===== config.mk =====
export PLATFORM = sky130hd
export DESIGN_NAME = mem_resp_unit
export DESIGN_NICKNAME = d
export VERILOG_FILES = /design/src/rtl/mem_resp_unit.sv
export SDC_FILE = /design/constraint.sdc
export NUM_CORES = 1
export LEC_CHECK = 0
export CAP_MARGIN = 20
export CELL_PAD_IN_SITES_DETAIL_PLACEMENT = 1
export CELL_PAD_IN_SITES_GLOBAL_PLACEMENT = 1
export CORE_MARGIN = 2
export CORE_UTILIZATION = 35
export CTS_CLUSTER_SIZE = 8
export DETAILED_ROUTE_END_ITERATION = 8
export GPL_TIMING_DRIVEN = 0
export PLACE_DENSITY_LB_ADDON = 0.1
export RECOVER_POWER = 50
export SYNTH_ARGS = -nofsm -noshare
export SYNTH_HDL_FRONTEND = slang
export SYNTH_SLANG_ARGS = --single-unit

===== constraint.sdc =====
create_clock -name clk -period 9.2 [get_ports clk]
set_input_delay 1.84 -clock clk [delete_from_list [all_inputs] [get_ports clk]]
set_output_delay 1.84 -clock clk [all_outputs]
set_load 0.02 [all_outputs]

===== src/rtl/mem_resp_unit.sv =====
// mem_resp_unit
// Buffers completed memory instructions from the load/store queue, replays
// each one lane by lane against a single-port memory, then writes load
// results back to the register file and releases the scoreboard entry.
module mem_resp_unit #(
    parameter int DATA_WIDTH = 16,
    parameter int ADDR_WIDTH = 8,
    parameter int FIFO_DEPTH = 4
) (
    input  logic                    clk,
    input  logic                    reset,
    input  logic                    done_bit_q,
    input  logic                    instr_bit_q,
    input  logic [1:0]              warp_num_q,
    input  logic [3:0]              dest_reg_q,
    input  logic [8*ADDR_WIDTH-1:0] addr_q,
    input  logic [8*DATA_WIDTH-1:0] store_data_q,
    output logic                    mem_re,
    output logic                    mem_we,
    output logic [ADDR_WIDTH-1:0]   mem_addr,
    output logic [DATA_WIDTH-1:0]   mem_wdata,
    input  logic [DATA_WIDTH-1:0]   mem_rdata,
    output logic                    rf_we,
    output logic [1:0]              rf_warp,
    output logic [3:0]              rf_reg,
    output logic [8*DATA_WIDTH-1:0] rf_wdata,
    output logic                    release_valid,
    output logic [1:0]              release_warp,
    output logic [3:0]              release_reg,
    output logic                    release_is_store,
    output logic                    busy,
    output logic                    overflow
);

    localparam int LANES = 8;
    localparam int PTR_W = (FIFO_DEPTH > 1) ? $clog2(FIFO_DEPTH) : 1;
    localparam int CNT_W = PTR_W + 1;
    localparam logic [CNT_W-1:0] DEPTH_CNT = CNT_W'(FIFO_DEPTH);

    typedef enum logic [1:0] {
        S_IDLE   = 2'd0,
        S_ACCESS = 2'd1,
        S_DRAIN  = 2'd2,
        S_WB     = 2'd3
    } state_t;

    state_t state_q, state_d;

    // ------------------------------------------------------------------
    // Completion buffer
    // ------------------------------------------------------------------
    logic                    fifo_instr_q [FIFO_DEPTH];
    logic [1:0]              fifo_warp_q  [FIFO_DEPTH];
    logic [3:0]              fifo_reg_q   [FIFO_DEPTH];
    logic [8*ADDR_WIDTH-1:0] fifo_addr_q  [FIFO_DEPTH];
    logic [8*DATA_WIDTH-1:0] fifo_data_q  [FIFO_DEPTH];

    logic [PTR_W-1:0] wr_ptr_q, wr_ptr_d;
    logic [PTR_W-1:0] rd_ptr_q, rd_ptr_d;
    logic [CNT_W-1:0] count_q, count_d;
    logic             overflow_q, overflow_d;

    logic fifo_full;
    logic fifo_empty;
    logic pop;
    logic push_ok;
    logic push_drop;

    // Pointers wrap explicitly so any depth indexes the arrays safely.
    function automatic logic [PTR_W-1:0] ptr_inc(input logic [PTR_W-1:0] p);
        if (p == PTR_W'(FIFO_DEPTH - 1)) begin
            return '0;
        end
        return p + PTR_W'(1);
    endfunction

    assign fifo_full  = (count_q == DEPTH_CNT);
    assign fifo_empty = (count_q == '0);

    // The engine only takes a new entry while idle.
    assign pop = (state_q == S_IDLE) && !fifo_empty;

    // A push into a full buffer still lands when the head leaves this cycle.
    // Strobes coincident with reset are discarded.
    assign push_ok   = done_bit_q && !reset && (!fifo_full || pop);
    assign push_drop = done_bit_q && !reset && fifo_full && !pop;

    // Next pointer / count / sticky overflow values.
    always_comb begin
        wr_ptr_d   = wr_ptr_q;
        rd_ptr_d   = rd_ptr_q;
        count_d    = count_q;
        overflow_d = overflow_q;
        if (push_ok) begin
            wr_ptr_d = ptr_inc(wr_ptr_q);
        end
        if (pop) begin
            rd_ptr_d = ptr_inc(rd_ptr_q);
        end
        case ({push_ok, pop})
            2'b10:   count_d = count_q + CNT_W'(1);
            2'b01:   count_d = count_q - CNT_W'(1);
            default: count_d = count_q;
        endcase
        if (push_drop) begin
            overflow_d = 1'b1;
        end
    end

    // Buffer control registers.
    always_ff @(posedge clk) begin
        if (reset) begin
            wr_ptr_q   <= '0;
            rd_ptr_q   <= '0;
            count_q    <= '0;
            overflow_q <= 1'b0;
        end else begin
            wr_ptr_q   <= wr_ptr_d;
            rd_ptr_q   <= rd_ptr_d;
            count_q    <= count_d;
            overflow_q <= overflow_d;
        end
    end

    // Buffer storage; contents are meaningless until the count covers them.
    always_ff @(posedge clk) begin
        if (push_ok) begin
            fifo_instr_q[wr_ptr_q] <= instr_bit_q;
            fifo_warp_q[wr_ptr_q]  <= warp_num_q;
            fifo_reg_q[wr_ptr_q]   <= dest_reg_q;
            fifo_addr_q[wr_ptr_q]  <= addr_q;
            fifo_data_q[wr_ptr_q]  <= store_data_q;
        end
    end

    // ------------------------------------------------------------------
    // Working registers for the entry being serviced
    // ------------------------------------------------------------------
    logic                    wk_instr_q;
    logic [1:0]              wk_warp_q;
    logic [3:0]              wk_reg_q;
    logic [8*ADDR_WIDTH-1:0] wk_addr_q;
    logic [8*DATA_WIDTH-1:0] wk_data_q;
    logic [2:0]              lane_q;

    // Load the head entry on pop and step the lane counter while accessing.
    always_ff @(posedge clk) begin
        if (reset) begin
            wk_instr_q <= 1'b0;
            wk_warp_q  <= '0;
            wk_reg_q   <= '0;
            wk_addr_q  <= '0;
            wk_data_q  <= '0;
            lane_q     <= '0;
        end else if (pop) begin
            wk_instr_q <= fifo_instr_q[rd_ptr_q];
            wk_warp_q  <= fifo_warp_q[rd_ptr_q];
            wk_reg_q   <= fifo_reg_q[rd_ptr_q];
            wk_addr_q  <= fifo_addr_q[rd_ptr_q];
            wk_data_q  <= fifo_data_q[rd_ptr_q];
            lane_q     <= '0;
        end else if (state_q == S_ACCESS) begin
            lane_q <= lane_q + 3'd1;
        end
    end

    // ------------------------------------------------------------------
    // Per-lane unpacking and read-data capture
    // ------------------------------------------------------------------
    logic [ADDR_WIDTH-1:0] lane_addr [LANES];
    logic [DATA_WIDTH-1:0] lane_data [LANES];

    generate
        for (genvar gi = 0; gi < LANES; gi++) begin : g_lane
            logic                  cap_en;
            logic [DATA_WIDTH-1:0] rdata_q;

            assign lane_addr[gi] = wk_addr_q[gi*ADDR_WIDTH +: ADDR_WIDTH];
            assign lane_data[gi] = wk_data_q[gi*DATA_WIDTH +: DATA_WIDTH];
            assign rf_wdata[gi*DATA_WIDTH +: DATA_WIDTH] = rdata_q;

            // Read data trails mem_re by one cycle: lane k lands while lane
            // k+1 is being addressed, and the last lane lands in DRAIN.
            if (gi == LANES - 1) begin : g_last
                assign cap_en = (state_q == S_DRAIN);
            end else begin : g_mid
                assign cap_en = (state_q == S_ACCESS) && !wk_instr_q
                                && (lane_q == 3'(gi + 1));
            end

            // Read-data buffer lane, cleared whenever a new entry starts.
            always_ff @(posedge clk) begin
                if (reset || pop) begin
                    rdata_q <= '0;
                end else if (cap_en) begin
                    rdata_q <= mem_rdata;
                end
            end
        end
    endgenerate

    // ------------------------------------------------------------------
    // Control FSM
    // ------------------------------------------------------------------

    // State register.
    always_ff @(posedge clk) begin
        if (reset) begin
            state_q <= S_IDLE;
        end else begin
            state_q <= state_d;
        end
    end

    // Next-state logic: stores skip DRAIN since they return no data.
    always_comb begin
        state_d = state_q;
        case (state_q)
            S_IDLE: begin
                if (!fifo_empty) begin
                    state_d = S_ACCESS;
                end
            end
            S_ACCESS: begin
                if (lane_q == 3'd7) begin
                    state_d = wk_instr_q ? S_WB : S_DRAIN;
                end
            end
            S_DRAIN: state_d = S_WB;
            S_WB:    state_d = S_IDLE;
            default: state_d = S_IDLE;
        endcase
    end

    // Output decode: strobes exist only in their own states.
    always_comb begin
        mem_re           = 1'b0;
        mem_we           = 1'b0;
        mem_addr         = '0;
        mem_wdata        = '0;
        rf_we            = 1'b0;
        rf_warp          = '0;
        rf_reg           = '0;
        release_valid    = 1'b0;
        release_warp     = '0;
        release_reg      = '0;
        release_is_store = 1'b0;
        case (state_q)
            S_ACCESS: begin
                mem_addr = lane_addr[lane_q];
                if (wk_instr_q) begin
                    mem_we    = 1'b1;
                    mem_wdata = lane_data[lane_q];
                end else begin
                    mem_re = 1'b1;
                end
            end
            S_WB: begin
                release_valid    = 1'b1;
                release_warp     = wk_warp_q;
                release_reg      = wk_reg_q;
                release_is_store = wk_instr_q;
                if (!wk_instr_q) begin
                    rf_we   = 1'b1;
                    rf_warp = wk_warp_q;
                    rf_reg  = wk_reg_q;
                end
            end
            default: ;
        endcase
    end

    assign busy     = (state_q != S_IDLE) || !fifo_empty;
    assign overflow = overflow_q;

endmodule


==> results.ini <==
[routing]
via_per_inst=5.00
drt-wirelength-per-cell_um=25.4
totalWireLength_um=128000
via_count=25200
first_pass_drt_iterations=5
routed-wl-met3_um=7660
wl_met2_um=62700
drt_iter0_markers=1595
drcViolationCount=0
top_signal_layer_used=met5
antenna_violation_net_count_after_detailed_routing=0
met1_length_um=53600

[logic_synthesis]
post_synthesis_cell_type_with_the_largest_combined_area=sky130_fd_sc_hd__edfxtp_1
postSynthRegisterBits=1136
postSynthCellCount=2723
synth.yosys.warnings=0
seq_area_frac_synth=0.717
synth-main-ff-cell=sky130_fd_sc_hd__edfxtp_1
synthDominantCellAreaShare=0.558
async_reset_ff_frac=0
most_frequent_cells_after_synthesis=sky130_fd_sc_hd__edfxtp_1, sky130_fd_sc_hd__nand2_1, sky130_fd_sc_hd__dfxtp_1
synth_top_cells_by_area=sky130_fd_sc_hd__edfxtp_1, sky130_fd_sc_hd__dfxtp_1, sky130_fd_sc_hd__mux4_2
synth.avg_cell_area_um2=15.7
mappedNetlistArea_um2=42800
synth-edff-count=796
synth.most_common_cell=sky130_fd_sc_hd__edfxtp_1
netlist-cell-type-count=39
syn_nets=2958

[clock_tree]
cts.reportedPaths.clkPinSlew_ps=50
cts_buffers=160
cts-htree-levels=4
ctsHoldBuffers=0
cts_resized=0
cts_setup_buffers=0
clock_tree_from_tritoncts=yes
ctsRootBufferMaster=sky130_fd_sc_hd__clkbuf_16
insertion_delay_ps=750
cts_buffer_depth=3
cts_num_sinks=1136

[power]
cell_internal_power_dissipation_mw=11.3
p_switching_mw=5.04
p_clk_frac=0.337
seq_power_share=0.399
share_comb_of_total_power=0.265
switching_part_of_the_total=0.310
ir_drop_mv=0.199
power.density_cell_area_nw_per_um2=304
leakage_nw=17.2

[floorplanning]
die_y_um=354
floorplan.rows=128
top_level_ports=389
floorplan.die.width_um=354
design.core.area_um2=122000
start_util=0.352
fp.dieArea_um2=125000

[sta]
setup_viol=0
setup_ws_ps=2430
finalClockSkew_ps=27.5
grt_setup_unrepaired=no
period_minus_slack_ps=6770
fmax_ghz=0.148
tightest_slew_ps=1560
relSlewSlack=-0.0393
finalCritPeriodShare=0.736
final-hold-violation-count=0
setup_tns_ps=0
max_transition_viols_final=11

[setup_path]
critPathMaxFanout=10
critical_path_data_required_time_ps=7360
worst_setup_path_start_kind=flip-flop
end_kind=primary output
timing_worst_setup_path_type=reg -> out
worst_ep_arrival_time_ps=4930
r2r_cells=10

[grt]
antenna_found_initial=45
grt_start_max_net_pins=53
grt_pass1_wl_um=186000
grt_pass1_vias=26900
globalRouteOverflowTotal=0
grtUsageTotal=0.204

[outcome]
status=finished, violations left
violations=max-capacitance violations, max-slew violations

[hold_path]
worst_hold_path_type=reg -> reg
hold_depth=2

[place]
place_ws_ps=4340
buffer_ports.inserted=371
final_hpwl_from_detailed_placement_um=89800
gp_congestion=0.807

[final_layout]
final_layout_size_suffix_gt1_frac=0.166
area_growth_pct=25.3
final_net_count=3508
postLayoutCoreUtil=0.442

[job]
maxCapViolCount=1

==> logic make-up (layout without fill, tap and decap cells) <==
logic type | count (synthesis) | in the layout | synth area share
adder cells (fa/ha/maj) | 17 | 17 | 0.00514
other | 0 | 11 | 0
multiplexers | 267 | 267 | 0.135
AND/OR/NAND/NOR | 756 | 756 | 0.0698
buffers and inverters | 196 | 865 | 0.0311
XOR/XNOR | 1 | 1 | 0.000205
AO/OA/AOI/OAI | 350 | 350 | 0.0420
flip-flops | 1136 | 1136 | 0.717
==> worst max-delay path, stage by stage, from the launching register on <==
cell                              delay [ps]
sky130_fd_sc_hd__dfxtp_1                 360
sky130_fd_sc_hd__clkbuf_1                630
sky130_fd_sc_hd__clkbuf_1                660
sky130_fd_sc_hd__clkbuf_1                850
sky130_fd_sc_hd__mux4_2                  390
sky130_fd_sc_hd__nand2_1                  60
sky130_fd_sc_hd__a21oi_1                 520
sky130_fd_sc_hd__clkdlybuf4s50_1         720
==> per-stage QoR <==
stage | area (µm²) | power [mW] | instances | hold WS (ps)
after global placement | 48600 | 11.0 | 4719 | 440
after global routing | 53700 | 17.1 | 5022 | 472
after floorplan | 42800 | 9.39 | 2723 | 433
final | 53700 | 16.3 | 5028 | 451
after detailed placement | 49000 | 11.0 | 4736 | 447
after CTS | 53700 | 16.6 | 5017 | 454
==> power groups by stage <==
stage	Combinational [mW]	Clock, mW	Sequential (mW)
2_1_floorplan	2.97	0	6.42
3_3_place_gp	4.34	0	6.66
3_5_place_dp	4.44	0	6.60
4_1_cts	4.46	5.64	6.50
5_1_grt	4.72	5.84	6.54
6_report	4.31	5.49	6.50
==> routing by layer <==
layer / vias up / global-route usage
met5: - / 0
met3: 238 / 0.0473
li1: 11200 / -
met1: 13000 / 0.263
met2: 666 / 0.340
met4: 22 / 0.0633
==> cells in the final DEF, fill, tap and decap left out, types with 18 or more instances in the layout <==
master,instances
sky130_fd_sc_hd__clkdlybuf4s50_1,171
sky130_fd_sc_hd__dlygate4sd3_1,200
sky130_fd_sc_hd__dfxtp_1,340
sky130_fd_sc_hd__nand2_1,680
sky130_fd_sc_hd__clkbuf_1,177
sky130_fd_sc_hd__mux4_2,247
sky130_fd_sc_hd__buf_6,59
sky130_fd_sc_hd__a21oi_1,332
sky130_fd_sc_hd__nor2_1,28
sky130_fd_sc_hd__mux2i_1,18
sky130_fd_sc_hd__edfxtp_1,796
sky130_fd_sc_hd__buf_4,21
sky130_fd_sc_hd__clkbuf_16,164
sky130_fd_sc_hd__buf_2,23
==> cell type report <==
cell class	instances	area, µm²
multi-input cells	1391	10800
plain buffers	185	1260
well taps	1625	2030
flip-flops and latches	1136	30700
clock inverters	10	146
repair buffers	388	4140
clock buffers	271	4530
diodes	11	27.5
inverters	11	41.3
fillers	12000	67900
==> state kept, by name, indices dropped and copies added, names as in the netlist, 3 cells and up <==
register / flops
fifo_data_q: 512
fifo_warp_q: 8
fifo_instr_q: 4
fifo_reg_q: 16
count_q: 3
fifo_addr_q: 256
wk_addr_q: 64
g_lane.rdata_q: 128
wk_reg_q: 4
wk_data_q: 128
lane_q: 3
==> worst paths after layout <==
| kind | slack (ps) | start | to |
|---|---|---|---|
| worst min register to register | 450 | g_lane[0].rdata_q[14] | g_lane[0].rdata_q[14] |
| worst max register to register | 5040 | lane_q[1] | g_lane[4].rdata_q[11] |
| worst min-delay path | 450 | g_lane[0].rdata_q[14] | g_lane[0].rdata_q[14] |
| worst max-delay path | 2430 | lane_q[1] | mem_wdata[14] |
(Power assumes the default switching activity.)
